### src/rtl/cpu_run_ctrl.sv
// Run controller for the single-cycle core: reset, run, step and halt
// sequencing, stop detection and retired-instruction counting.
module cpu_run_ctrl #(
  parameter int ADDRESS_WIDTH = 32,
  parameter int DATA_WIDTH    = 32,
  parameter int RST_CYCLES    = 4,
  parameter int CNT_WIDTH     = 32
) (
  input  logic                     clk,
  input  logic                     rst,
  input  logic                     start,
  input  logic                     resume,
  input  logic                     step,
  input  logic                     halt_req,
  input  logic                     bp_en,
  input  logic [ADDRESS_WIDTH-1:0] bp_addr,
  input  logic [ADDRESS_WIDTH-1:0] pc,
  input  logic [DATA_WIDTH-1:0]    instr,
  output logic                     cpu_rst,
  output logic                     cpu_en,
  output logic [2:0]               state,
  output logic                     halted,
  output logic [1:0]               halt_cause,
  output logic [CNT_WIDTH-1:0]     instret
);

  typedef enum logic [2:0] {
    S_IDLE  = 3'd0,
    S_RESET = 3'd1,
    S_RUN   = 3'd2,
    S_STEP  = 3'd3,
    S_HALT  = 3'd4
  } state_t;

  localparam int RCW = (RST_CYCLES > 1) ? $clog2(RST_CYCLES) : 1;
  localparam logic [RCW-1:0] RLOAD = RCW'(RST_CYCLES - 1);

  localparam logic [DATA_WIDTH-1:0] I_ECALL  = DATA_WIDTH'(32'h0000_0073);
  localparam logic [DATA_WIDTH-1:0] I_EBREAK = DATA_WIDTH'(32'h0010_0073);
  localparam logic [DATA_WIDTH-1:0] I_SELFJ  = DATA_WIDTH'(32'h0000_006F);

  state_t               st_q, st_d;
  logic [RCW-1:0]       rcnt_q, rcnt_d;
  logic [1:0]           cause_q, cause_d;
  logic                 skip_q, skip_d;
  logic [CNT_WIDTH-1:0] cnt_q, cnt_d;
  logic                 clr;

  logic halt_instr;
  logic bp_hit;
  logic stop;

  assign halt_instr = (instr == I_ECALL) || (instr == I_EBREAK) ||
                      (instr == I_SELFJ);
  assign bp_hit     = bp_en && (pc == bp_addr) && !skip_q;
  assign stop       = halt_instr || bp_hit || halt_req;

  // Next-state, core controls and counter update.
  always_comb begin
    st_d    = st_q;
    rcnt_d  = rcnt_q;
    cause_d = cause_q;
    skip_d  = skip_q;
    cpu_rst = 1'b1;
    cpu_en  = 1'b0;
    clr     = 1'b0;
    case (st_q)
      S_IDLE: begin
        if (start) begin
          st_d    = S_RESET;
          rcnt_d  = RLOAD;
          cause_d = 2'd0;
          clr     = 1'b1;
        end
      end
      S_RESET: begin
        cpu_en = 1'b1;
        if (rcnt_q == '0) st_d = S_RUN;
        else rcnt_d = rcnt_q - 1'b1;
      end
      S_RUN: begin
        cpu_rst = 1'b0;
        cpu_en  = !stop;
        skip_d  = 1'b0;
        if (stop) begin
          st_d = S_HALT;
          if (halt_instr) cause_d = 2'd3;
          else if (bp_hit) cause_d = 2'd2;
          else cause_d = 2'd1;
        end
      end
      S_STEP: begin
        cpu_rst = 1'b0;
        cpu_en  = !halt_instr;
        st_d    = S_HALT;
        if (halt_instr) cause_d = 2'd3;
      end
      S_HALT: begin
        cpu_rst = 1'b0;
        if (start) begin
          st_d    = S_RESET;
          rcnt_d  = RLOAD;
          cause_d = 2'd0;
          clr     = 1'b1;
        end else if (step) begin
          st_d = S_STEP;
        end else if (resume) begin
          st_d   = S_RUN;
          skip_d = 1'b1;
        end
      end
      default: st_d = S_IDLE;
    endcase
    cnt_d = cnt_q;
    if (cpu_en && !cpu_rst && cnt_q != '1) cnt_d = cnt_q + 1'b1;
    if (clr) cnt_d = '0;
  end

  // State and bookkeeping registers.
  always_ff @(posedge clk) begin
    if (rst) begin
      st_q    <= S_IDLE;
      rcnt_q  <= '0;
      cause_q <= 2'd0;
      skip_q  <= 1'b0;
      cnt_q   <= '0;
    end else begin
      st_q    <= st_d;
      rcnt_q  <= rcnt_d;
      cause_q <= cause_d;
      skip_q  <= skip_d;
      cnt_q   <= cnt_d;
    end
  end

  assign state      = st_q;
  assign halted     = (st_q == S_HALT);
  assign halt_cause = cause_q;
  assign instret    = cnt_q;

endmodule
### config.mk
export PLATFORM = sky130hd
export DESIGN_NAME = cpu_run_ctrl
export DESIGN_NICKNAME = d
export VERILOG_FILES = /design/src/rtl/cpu_run_ctrl.sv
export SDC_FILE = /design/constraint.sdc
export NUM_CORES = 1
export LEC_CHECK = 0
export ABC_AREA = 1
export CAP_MARGIN = 20
export CORE_MARGIN = 4
export CORE_UTILIZATION = 40
export CTS_CLUSTER_DIAMETER = 120
export CTS_CLUSTER_SIZE = 20
export DETAILED_ROUTE_END_ITERATION = 8
export PLACE_DENSITY_LB_ADDON = 0.08
export SLEW_MARGIN = 20
export SYNTH_ARGS = -nofsm -noshare
export SYNTH_HDL_FRONTEND = slang
export SYNTH_SLANG_ARGS = --single-unit
### constraint.sdc
create_clock -name clk -period 1.67 [get_ports clk]
set_input_delay 0.4175 -clock clk [delete_from_list [all_inputs] [get_ports clk]]
set_output_delay 0.4175 -clock clk [all_outputs]
set_load 0.005 [all_outputs]
==> flow_summary.toml <==
[run_status]
outcome = "finished, violations left"
violations = "setup timing"

[critical_path]
slowest_delay_ns = 0.19
cpMaxStageDelayCell = "buf_12"
cp_data_arrival_time_ns = 2.35
worst-path-stages = 17
cp_max_fo = 22
rrSetupSlack_ns = -0.40
crit_chain = "clkbuf_2, inv_1, nand2_1, nand2_1, inv_1, nand2_1, nor2_1, nand2_1, nor2_2, nand3_2, nand3_2, buf_4, nand2_8, buf_12, nand3_1, nand2_1, nor2_1"
reg2regPathDepth = 14
end_kind = "flip-flop"
path_class = "input pin to flip-flop"
crit_family = "simple AND/OR/NAND/NOR gates"
worstSetupStartpointType = "input pin"
required_ns = 1.92
path_buf_inv = 5
crit_top_cell = "nand2_1"

[sta]
rsz0062_at_grt = "yes"
setup_viol = 37
hold_ws_ns = 0.5103
timing.fmax_ghz = 0.4752
slew_headroom_pct = 69.80
fin_crit_sh_pct = 126.0
worst_pin_slew_ns = 0.4488
hold_violations = 0
finClkSkew_ns = 0.007108
worst_slack_ns = -0.4343
final-max-slew-violation-count = 0
layout_min_cycle_time_ns = 2.104

[placed_design]
hpwl_mm = 9.943
portBuffers = 142
dpl_cell_area_um2 = 5869
place.gp.congestion = 0.8555

[global_route]
track_usage_pct = 29.19
grt_pass1_vias = 5518
antenna_found_initial = 1
overflow = 0
grt_max_degree = 33
grt_pass1_wl_mm = 24.36

[route]
avgRoutedWirePerCell_um = 17.86
drc_errors = 0
top_layer = "met4"
firstDrtPassIters = 7
vias = 6002
routed_wl_mm = 19.45
vias_per_cell = 5.511
drt_iter0_drc = 430
wl_met3_mm = 1.886
wl_met2_mm = 9.270
ant_nets = 0
route.layer.met1.wl_mm = 6.617

[floorplanning]
io_pins = 143
die_y_um = 101.7
coreArea_um2 = 8382
std_cell_rows = 33
fp.dieW_um = 101.7
initial_core_util_pct = 41.89
die-area_um2 = 10340

[min_path]
hp-class = "flip-flop to flip-flop"
hold_depth = 2

[logic_synthesis]
netlist_instances = 651
synth_seq_cells = 40
netlist_area_um2 = 3511
seq_area_frac_synth_pct = 22.81
synthesis.nets = 756
ys.warnings.count = 0
synthDistinctLibCells = 32
syn_avg_cell_area_um2 = 5.393

[finish]
area_growth_syn_to_layout_pct = 106.6
nets = 1087
final_cell_area_um2 = 7254
layout_common_cells = "buf_4, nand2_1, nor2_1"
drive_above_1_share_pct = 51.58
layout_commonest_cell = "buf_4"

[clock_network]
clkLatencyLatePin_ns = 0.31
clockRootBuffer = "clkbuf_8"
clk_pin_slew_ns = 0.09
cts_buffer_depth = 2
cts_buffers = 5
h-tree-depth = 2
cts.sinks = 40
cts_tree = "done"
ctsHoldBuffers = 0

[pwr]
fin_total_pwr_uw = 4854
power.leakage_uw = 0.003818
vdd_ir_drop_max_v = 0.0007092
p_per_area_nw_per_um2 = 669.1

[flow_run]
cap_violations = 0
## cells in the mapped netlist (all sizes together)
cell,n,area share (%)
and3,1,0.18
dfxtp,40,23
nand3,48,7.3
inv,105,11
nand2,196,21
nor3,14,2.1
or2,5,0.89
nor3b,3,0.64
a31oi,1,0.18
nand4,15,2.9
o31ai,1,0.21
buf,9,1.9
nand3b,5,1.1
xnor2,9,2.2
clkbuf,3,0.32
nor4,4,0.71
xor2,5,1.2
or4,1,0.21
o21ai,9,1.3
ha,2,0.71
a21oi,35,5.0
nor2,140,16
## worst min-delay path, cell delays in order, from the launching register on
cell and delay, ns:
dfxtp_1 0.31, inv_1 0.08, a31oi_1 0.08
## kinds of logic after synthesis
group,after synthesis,share of synthesized area [%]
AND/OR/NAND/NOR,432,52.89
buffers and inverters,117,13.44
AO/OA/AOI/OAI,46,6.664
flip-flops,40,22.81
XOR/XNOR,14,3.493
adder cells (fa/ha/maj),2,0.7126
## state kept, by name (all words and copies together), names as in the netlist
name / count
skip_q: 1
halt_cause: 2
instret: 32
rcnt_q: 2
state: 3
## metal layers
layer,track usage [%],vias up
li1,-,2681
met5,0,-
met3,6.129,160
met4,18.10,0
met2,50.96,432
met1,32.18,2729
## area by class of cell
type,instances,area [um2]
inverter,105,401.6
timing repair buffer,336,2856
multi-input combinational,494,2924
fill,420,1127
sequential,40,840.8
tap,105,131.4
clock inverter,2,15.01
clock buffer,6,82.58
antenna,1,2.502
## what timing repair did
| action | CTS | global route |
|---|---|---|
| pin swaps | 104 | 153 |
| endpoints found under the setup margin | 70 | 53 |
| gates cloned | 0 | 1 |
| setup buffers | 78 | 33 |
| hold endpoints to repair | 0 | 0 |
| gates resized for setup | 265 | 347 |
## stage by stage
stage	utilization [%]	setup WS [ns]	setup TNS, ns	instances
2_1_floorplan	-	-0.04328	-0.8183	651
3_3_place_gp	70.03	-0.9664	-25.95	991
3_5_place_dp	70.03	-1.011	-28.75	991
4_1_cts	79.91	-0.3156	-4.215	1075
5_1_grt	86.55	-0.5272	-12.18	1089
6_report	86.55	-0.4343	-8.687	1089
## path summary, 6_finish.rpt
| path | startpoint | end |
|---|---|---|
| setup reg to reg | instret[1] | instret[10] |
| hold reg to reg | rcnt_q[0] | rcnt_q[0] |
| hold / removal | rcnt_q[0] | rcnt_q[0] |
| setup / recovery | bp_addr[29] | instret[10] |
## power by group
group          total, uW  leakage, uW  switching (uW)  internal (uW)
clock                744    0.0000434             409            335
sequential          1170     0.000338            81.9           1090
combinational       2940      0.00344            1500           1440
Note: power is estimated with default switching activity, not from simulation.
